<file path="config.mk">
export PLATFORM = sky130hd
export DESIGN_NAME = seg_scan_driver
export DESIGN_NICKNAME = d
export VERILOG_FILES = /design/src/rtl/seg_pkg.sv /design/src/rtl/seg7_hex_decode.sv /design/src/rtl/seg_scan_driver.sv
export SDC_FILE = /design/constraint.sdc
export NUM_CORES = 1
export LEC_CHECK = 0
export ABC_AREA = 1
export CAP_MARGIN = 10
export CELL_PAD_IN_SITES_DETAIL_PLACEMENT = 1
export CELL_PAD_IN_SITES_GLOBAL_PLACEMENT = 1
export CORE_ASPECT_RATIO = 0.8
export CORE_MARGIN = 2
export CORE_UTILIZATION = 35
export DETAILED_ROUTE_END_ITERATION = 7
export PLACE_DENSITY_LB_ADDON = 0.1
export SLEW_MARGIN = 10
export SYNTH_ARGS = -nofsm -noshare
export SYNTH_HDL_FRONTEND = slang
export SYNTH_SLANG_ARGS = --single-unit
</file>
<file path="constraint.sdc">
create_clock -name clk -period 3.24 [get_ports clk]
set_input_delay 0.324 -clock clk [delete_from_list [all_inputs] [get_ports clk]]
set_output_delay 0.324 -clock clk [all_outputs]
set_load 0.03 [all_outputs]
</file>
<file path="src/rtl/seg_pkg.sv">
// rtl/seg_pkg.sv - shared seven-segment constants
// Purpose: segment bit positions, hex-to-segment table (active-high) and the
//          blank pattern used by the scan driver and its decoder.
// Ports:   none (package)
package seg_pkg;

  localparam int SEG_A  = 0;
  localparam int SEG_B  = 1;
  localparam int SEG_C  = 2;
  localparam int SEG_D  = 3;
  localparam int SEG_E  = 4;
  localparam int SEG_F  = 5;
  localparam int SEG_G  = 6;
  localparam int SEG_DP = 7;

  // Entry n is the active-high a..g pattern for nibble n (0..F).
  localparam logic [15:0][6:0] HEX_SEG = {
    7'h71, 7'h79, 7'h5E, 7'h39, 7'h7C, 7'h77, 7'h6F, 7'h7F,
    7'h07, 7'h7D, 7'h6D, 7'h66, 7'h4F, 7'h5B, 7'h06, 7'h3F
  };

  localparam logic [7:0] SEG_BLANK = 8'h00;

endpackage

</file>
<file path="src/rtl/seg7_hex_decode.sv">
// rtl/seg7_hex_decode.sv - combinational hex nibble to seven-segment decoder
// Purpose: maps a 4-bit nibble to active-high a..g; no dp, no polarity.
// Ports:   hex [3:0] in  - nibble to display
//          seg [6:0] out - bit0=a .. bit6=g, 1 = lit
module seg7_hex_decode
  import seg_pkg::*;
(
  input  logic [3:0] hex,
  output logic [6:0] seg
);

  assign seg = HEX_SEG[hex];

endmodule

</file>
<file path="src/rtl/seg_scan_driver.sv">
// rtl/seg_scan_driver.sv - time-multiplexed seven-segment scan driver
// Purpose: scans DIGITS hex nibbles onto one shared segment bus with one-hot
//          digit enables, frame-synchronous update, leading-zero blanking,
//          per-digit blink and dead time between slots.
// Ports:   clk              in  - system clock
//          rst_n            in  - synchronous active-low reset
//          load             in  - capture value/dots into pending register
//          value[4*DIGITS]  in  - nibble i drives digit i (digit 0 rightmost)
//          dots[DIGITS]     in  - decimal point per digit
//          blank_lz         in  - enable leading-zero blanking
//          blink_mask[DIGITS] in - digits that blink (sampled live)
//          segments[8]      out - bit0=a .. bit6=g, bit7=dp
//          digit_en[DIGITS] out - one-hot or all-off digit select
//          frame_done       out - one-cycle pulse after the scan wraps
module seg_scan_driver
  import seg_pkg::*;
#(
  parameter int DIGITS         = 4,
  parameter int DIV            = 50000,
  parameter int DEAD           = 2,
  parameter int BLINK_FRAMES   = 64,
  parameter int SEG_ACTIVE_LOW = 1,
  parameter int DIG_ACTIVE_LOW = 1
) (
  input  logic                  clk,
  input  logic                  rst_n,
  input  logic                  load,
  input  logic [4*DIGITS-1:0]   value,
  input  logic [DIGITS-1:0]     dots,
  input  logic                  blank_lz,
  input  logic [DIGITS-1:0]     blink_mask,
  output logic [7:0]            segments,
  output logic [DIGITS-1:0]     digit_en,
  output logic                  frame_done
);

  localparam int PW = (DIV > 1) ? $clog2(DIV) : 1;
  localparam int IW = (DIGITS > 1) ? $clog2(DIGITS) : 1;
  localparam int FW = (BLINK_FRAMES > 1) ? $clog2(BLINK_FRAMES) : 1;

  localparam logic [PW-1:0] P_LAST = PW'(DIV - 1);
  localparam logic [IW-1:0] I_LAST = IW'(DIGITS - 1);
  localparam logic [FW-1:0] F_LAST = FW'(BLINK_FRAMES - 1);

  localparam logic [7:0]        SEG_OFF = (SEG_ACTIVE_LOW != 0) ? 8'hFF : 8'h00;
  localparam logic [DIGITS-1:0] DIG_OFF = (DIG_ACTIVE_LOW != 0) ? '1 : '0;

  logic [PW-1:0]       p;
  logic [IW-1:0]       idx;
  logic [FW-1:0]       fcnt;
  logic                phase;
  logic [4*DIGITS-1:0] pend_val, shad_val;
  logic [DIGITS-1:0]   pend_dots, shad_dots;

  logic                slot_end, wrap, in_dead, lz_blank, blink_off;
  logic [3:0]          nib;
  logic [6:0]          hex_seg;
  logic [7:0]          seg_hi;
  logic [DIGITS-1:0]   dig_hi;

  assign slot_end = (p == P_LAST);
  assign wrap     = slot_end && (idx == I_LAST);

  always_ff @(posedge clk) begin
    if (!rst_n) begin
      p         <= '0;
      idx       <= '0;
      fcnt      <= '0;
      phase     <= 1'b0;
      pend_val  <= '0;
      pend_dots <= '0;
      shad_val  <= '0;
      shad_dots <= '0;
    end else begin
      p <= slot_end ? '0 : p + 1'b1;
      if (slot_end) begin
        idx <= (idx == I_LAST) ? '0 : idx + 1'b1;
      end
      if (load) begin
        pend_val  <= value;
        pend_dots <= dots;
      end
      if (wrap) begin
        // A load coinciding with the wrap bypasses pending so it lands now.
        shad_val  <= load ? value : pend_val;
        shad_dots <= load ? dots  : pend_dots;
        if (fcnt == F_LAST) begin
          fcnt  <= '0;
          phase <= ~phase;
        end else begin
          fcnt <= fcnt + 1'b1;
        end
      end
    end
  end

  generate
    if (DEAD == 0) begin : g_no_dead
      assign in_dead = 1'b0;
    end else begin : g_dead
      assign in_dead = (p < PW'(DEAD));
    end
  endgenerate

  assign nib = shad_val[{idx, 2'b00} +: 4];

  seg7_hex_decode u_dec (
    .hex (nib),
    .seg (hex_seg)
  );

  // Blank when this digit and every more-significant nibble are zero.
  always_comb begin
    lz_blank = blank_lz && (idx != '0);
    for (int i = 0; i < DIGITS; i++) begin
      if ((IW'(i) >= idx) && (shad_val[4*i +: 4] != 4'h0)) begin
        lz_blank = 1'b0;
      end
    end
  end

  assign blink_off = phase && blink_mask[idx];

  always_comb begin
    seg_hi = SEG_BLANK;
    dig_hi = '0;
    if (!in_dead) begin
      dig_hi = DIGITS'(1) << idx;
      if (!blink_off) begin
        seg_hi[6:0]    = lz_blank ? 7'h00 : hex_seg;
        seg_hi[SEG_DP] = shad_dots[idx];
      end
    end
  end

  always_ff @(posedge clk) begin
    if (!rst_n) begin
      segments   <= SEG_OFF;
      digit_en   <= DIG_OFF;
      frame_done <= 1'b0;
    end else begin
      segments   <= seg_hi ^ SEG_OFF;
      digit_en   <= dig_hi ^ DIG_OFF;
      frame_done <= wrap;
    end
  end

endmodule

</file>
==> impl_metrics.csv <==
group,metric,value,unit
run_status,status,"completed",
power_and_ir_drop,pwr-share-comb,6.9,%
synthesis,synth-adder-area-share,4.45,%
detailed_routing,drt-total-wl,9.79,mm
power_and_ir_drop,pwr-share-clk,48.6,%
grt,grt_pass1_wl,16.6,mm
worst_setup_path,critPathLaunchType,"register",
timing,drv_slew,0,
detailed_routing,dr.pass1.iters,4,
layout,multiInputGateArea,0.00180,mm2
synthesis,yosysWarnings,0,
floorplanning,initial_core_util,35.8,%
clocking,clkTransAtPathRegs,60,ps
power_and_ir_drop,peakVddDrop,0.000186,V
worst_setup_path,critPathCaptureType,"register",
synthesis,ys_ff_latch,78,
detailed_routing,drt_iter0_drc,113,
synthesis,synth_top_family_by_area,"simple AND/OR/NAND/NOR gates",
clocking,clock-sinks,78,
placement,hpwl,7.41,mm
detailed_routing,ant_nets,0,
timing,slew_headroom,48.9,%
worst_setup_path,arrival,2500,ps
power_and_ir_drop,p_int,0.00175,W
synthesis,syn_area,0.00366,mm2
clocking,cts_tree,"built",
synthesis,synth_edf_count,0,
power_and_ir_drop,p_sw,0.000484,W
grt,antenna_found_initial,0,
clocking,root_buffer,"clkbuf_16",
clocking,h-tree-depth,3,
timing,post-route-min-period,2280,ps
layout,final_core_utilization,44.3,%
layout,syn2layout_area_growth,23.5,%
timing,fin_worst_skew,5.26,ps
synthesis,ys.flop_type,"dfxtp_1",
worst_hold_path,hold_class,"register to register",
floorplanning,rows,33,
clocking,clockBufferDepth,2,
layout,drive_gt1_share,8.51,%
detailed_routing,drc,0,
clocking,cts_resized,0,
synthesis,synthesis.instances,504,
power_and_ir_drop,finalPower,0.00224,W
timing,fin_tns_setup,0,ps
clocking,clk_latency,340,ps
timing,finalHoldViolations,0,
floorplanning,die_w,118,um
timing,setup_slack,964,ps
layout,fillers,1336,
timing,setup_viol_count_final,0,
power_and_ir_drop,swShare,21.7,%
timing,tightest_slew,765,ps
floorplanning,core_area,0.0102,mm2
synthesis,syn_nets,545,
timing,period_share,70.3,%
placement,place.port_buffers,40,
synthesis,synth-xor-area-share,1.44,%
synthesis,synthMuxAreaShare,3.29,%
detailed_routing,viasPerCell,4.76,
worst_setup_path,worstPathMaxFanout,18,
clocking,cts_made_buffers,9,
power_and_ir_drop,power_density,495,mW/mm2
clocking,hold_buffers,0,
grt,grt_max_degree,29,
synthesis,yosys.area_share.simple,33.0,%
layout,seq_area,0.00156,mm2
synthesis,synth.avg_cell_area,7.25,um2
synthesis,ys_seq_area_share,42.7,%
layout,nNetsFinal,588,
synthesis,yosys.cell_types.count,34,
detailed_routing,wire_per_inst,14.2,um
placement,gp_congestion,0.823,
clocking,post-cts-setup-buffers,0,
worst_setup_path,crit_type,"register to register",
detailed_routing,vias,3292,
floorplanning,dieArea,0.0113,mm2
timing,whs,448,ps
worst_setup_path,crit_required,3470,ps
power_and_ir_drop,seqPwrFrac,44.5,%
synthesis,synth-compound-area-share,7.05,%
grt,track_usage,18.8,%
timing,rsz0062_at_grt,"no",
synthesis,async_flop_share,0,%
flow_run,max-cap-violations,0,
timing,maxClockFrequency,439,MHz
floorplanning,io_pins,41,
placement,post-place-ws,987,ps
grt,overflow,0,
power_and_ir_drop,p_leak,1.84,nW
grt,grt_pass1_vias,3312,
floorplanning,die_h,95.4,um
layout,antenna_cells,0,
## sequential cells by signal, indices dropped and copies added, names as in the netlist
signal and count:
phase 1, shad_val 16, segments 8, pend_dots 4, fcnt 6, frame_done 1, digit_en 4, shad_dots 4
idx 2, p 16, pend_val 16
## cells in the mapped netlist (all sizes together) (2+ instances only)
master	number	area (um2)
a21oi	31	155
a22oi	3	22.5
buf	10	56.3
clkbuf	2	7.51
dfxtp	78	1560
ha	13	163
inv	61	229
mux2i	12	120
nand2	126	498
nand3	45	243
nand4	8	50.1
nor2	81	342
nor3	7	40.0
o21ai	13	65.1
or2	4	25.0
xor2	5	43.8
## path summary, 6_finish.rpt
check        startpoint          end  slack (ps)  cells after the start
max              idx[0]  segments[6]         960                     12
min                p[0]         p[0]         450                      1
max reg2reg      idx[0]  segments[6]         960                     12
min reg2reg        p[0]         p[0]         450                      1
## placed cells by master, fill, tap and decap left out, types with 4 or more instances in the layout
cell,synthesis,routed
nand3_1,43,43
nand2_1,118,118
nor3_1,6,6
inv_1,54,54
o21ai_1,10,10
clkdlybuf4s50_1,0,40
clkbuf_16,0,9
buf_4,1,4
nor2_2,6,6
nor2_1,72,72
nand2_2,7,7
ha_1,13,13
mux2i_1,12,12
nand4_1,8,8
xor2_1,5,5
inv_2,7,7
dfxtp_1,78,78
a21oi_1,31,31
## power groups by stage
| stage | clock (W) | combinational [W] | sequential, W |
|---|---|---|---|
| 5_1_grt | 0.00116 | 0.000170 | 0.000997 |
| 4_1_cts | 0.00112 | 0.000156 | 0.000995 |
| 3_5_place_dp | 0 | 0.000155 | 0.00102 |
| 2_1_floorplan | 0 | 0.0000703 | 0.00103 |
| 3_3_place_gp | 0 | 0.000151 | 0.00101 |
| 6_report | 0.00109 | 0.000154 | 0.000994 |
## cell type report
| type | count | share of cell area [%] |
|---|---|---|
| Clock buffer | 13 | 5.54 |
| Timing Repair Buffer | 44 | 9.53 |
| Tap cell | 140 | 3.88 |
| Sequential cell | 78 | 34.6 |
| Inverter | 62 | 5.15 |
| Clock inverter | 3 | 1.50 |
| Multi-Input combinational cell | 352 | 39.8 |
## metrics by stage
| stage | cells | cell area [um2] |
|---|---|---|
| final | 692 | 4520 |
| after floorplan | 504 | 3660 |
| after CTS | 692 | 4520 |
| after detailed placement | 676 | 4200 |
| after global routing | 692 | 4520 |
| after global placement | 676 | 4200 |
## logic make-up (layout without fill, tap and decap cells)
family,after synthesis,count (layout)
compound gates,49,49
xor+xnor,6,6
fa+ha+maj,13,13
buf+inv,74,122
flops,78,78
mux,12,12
simple gates,272,272
## critical path: stages (launching register included)
cell and delay (ps):
dfxtp_1 710, inv_2 250, nand2_1 110, nand3_1 70, nand2_1 210, inv_1 130, ha_1 200, inv_1 80
nand3_1 130, nand2_1 100, nor2_1 40, nor2_1 80, nand2_1 50
## per-layer routing
metal / track usage (%) / up-vias / share of wire, %
met4: 6.22 / 0 / 1.1
met5: 0 / - / 0
met2: 28.0 / 44 / 42
met3: 4.31 / 8 / 3.4
li1: - / 1684 / -
met1: 26.7 / 1556 / 54
Power figures use the tool's default switching activity.
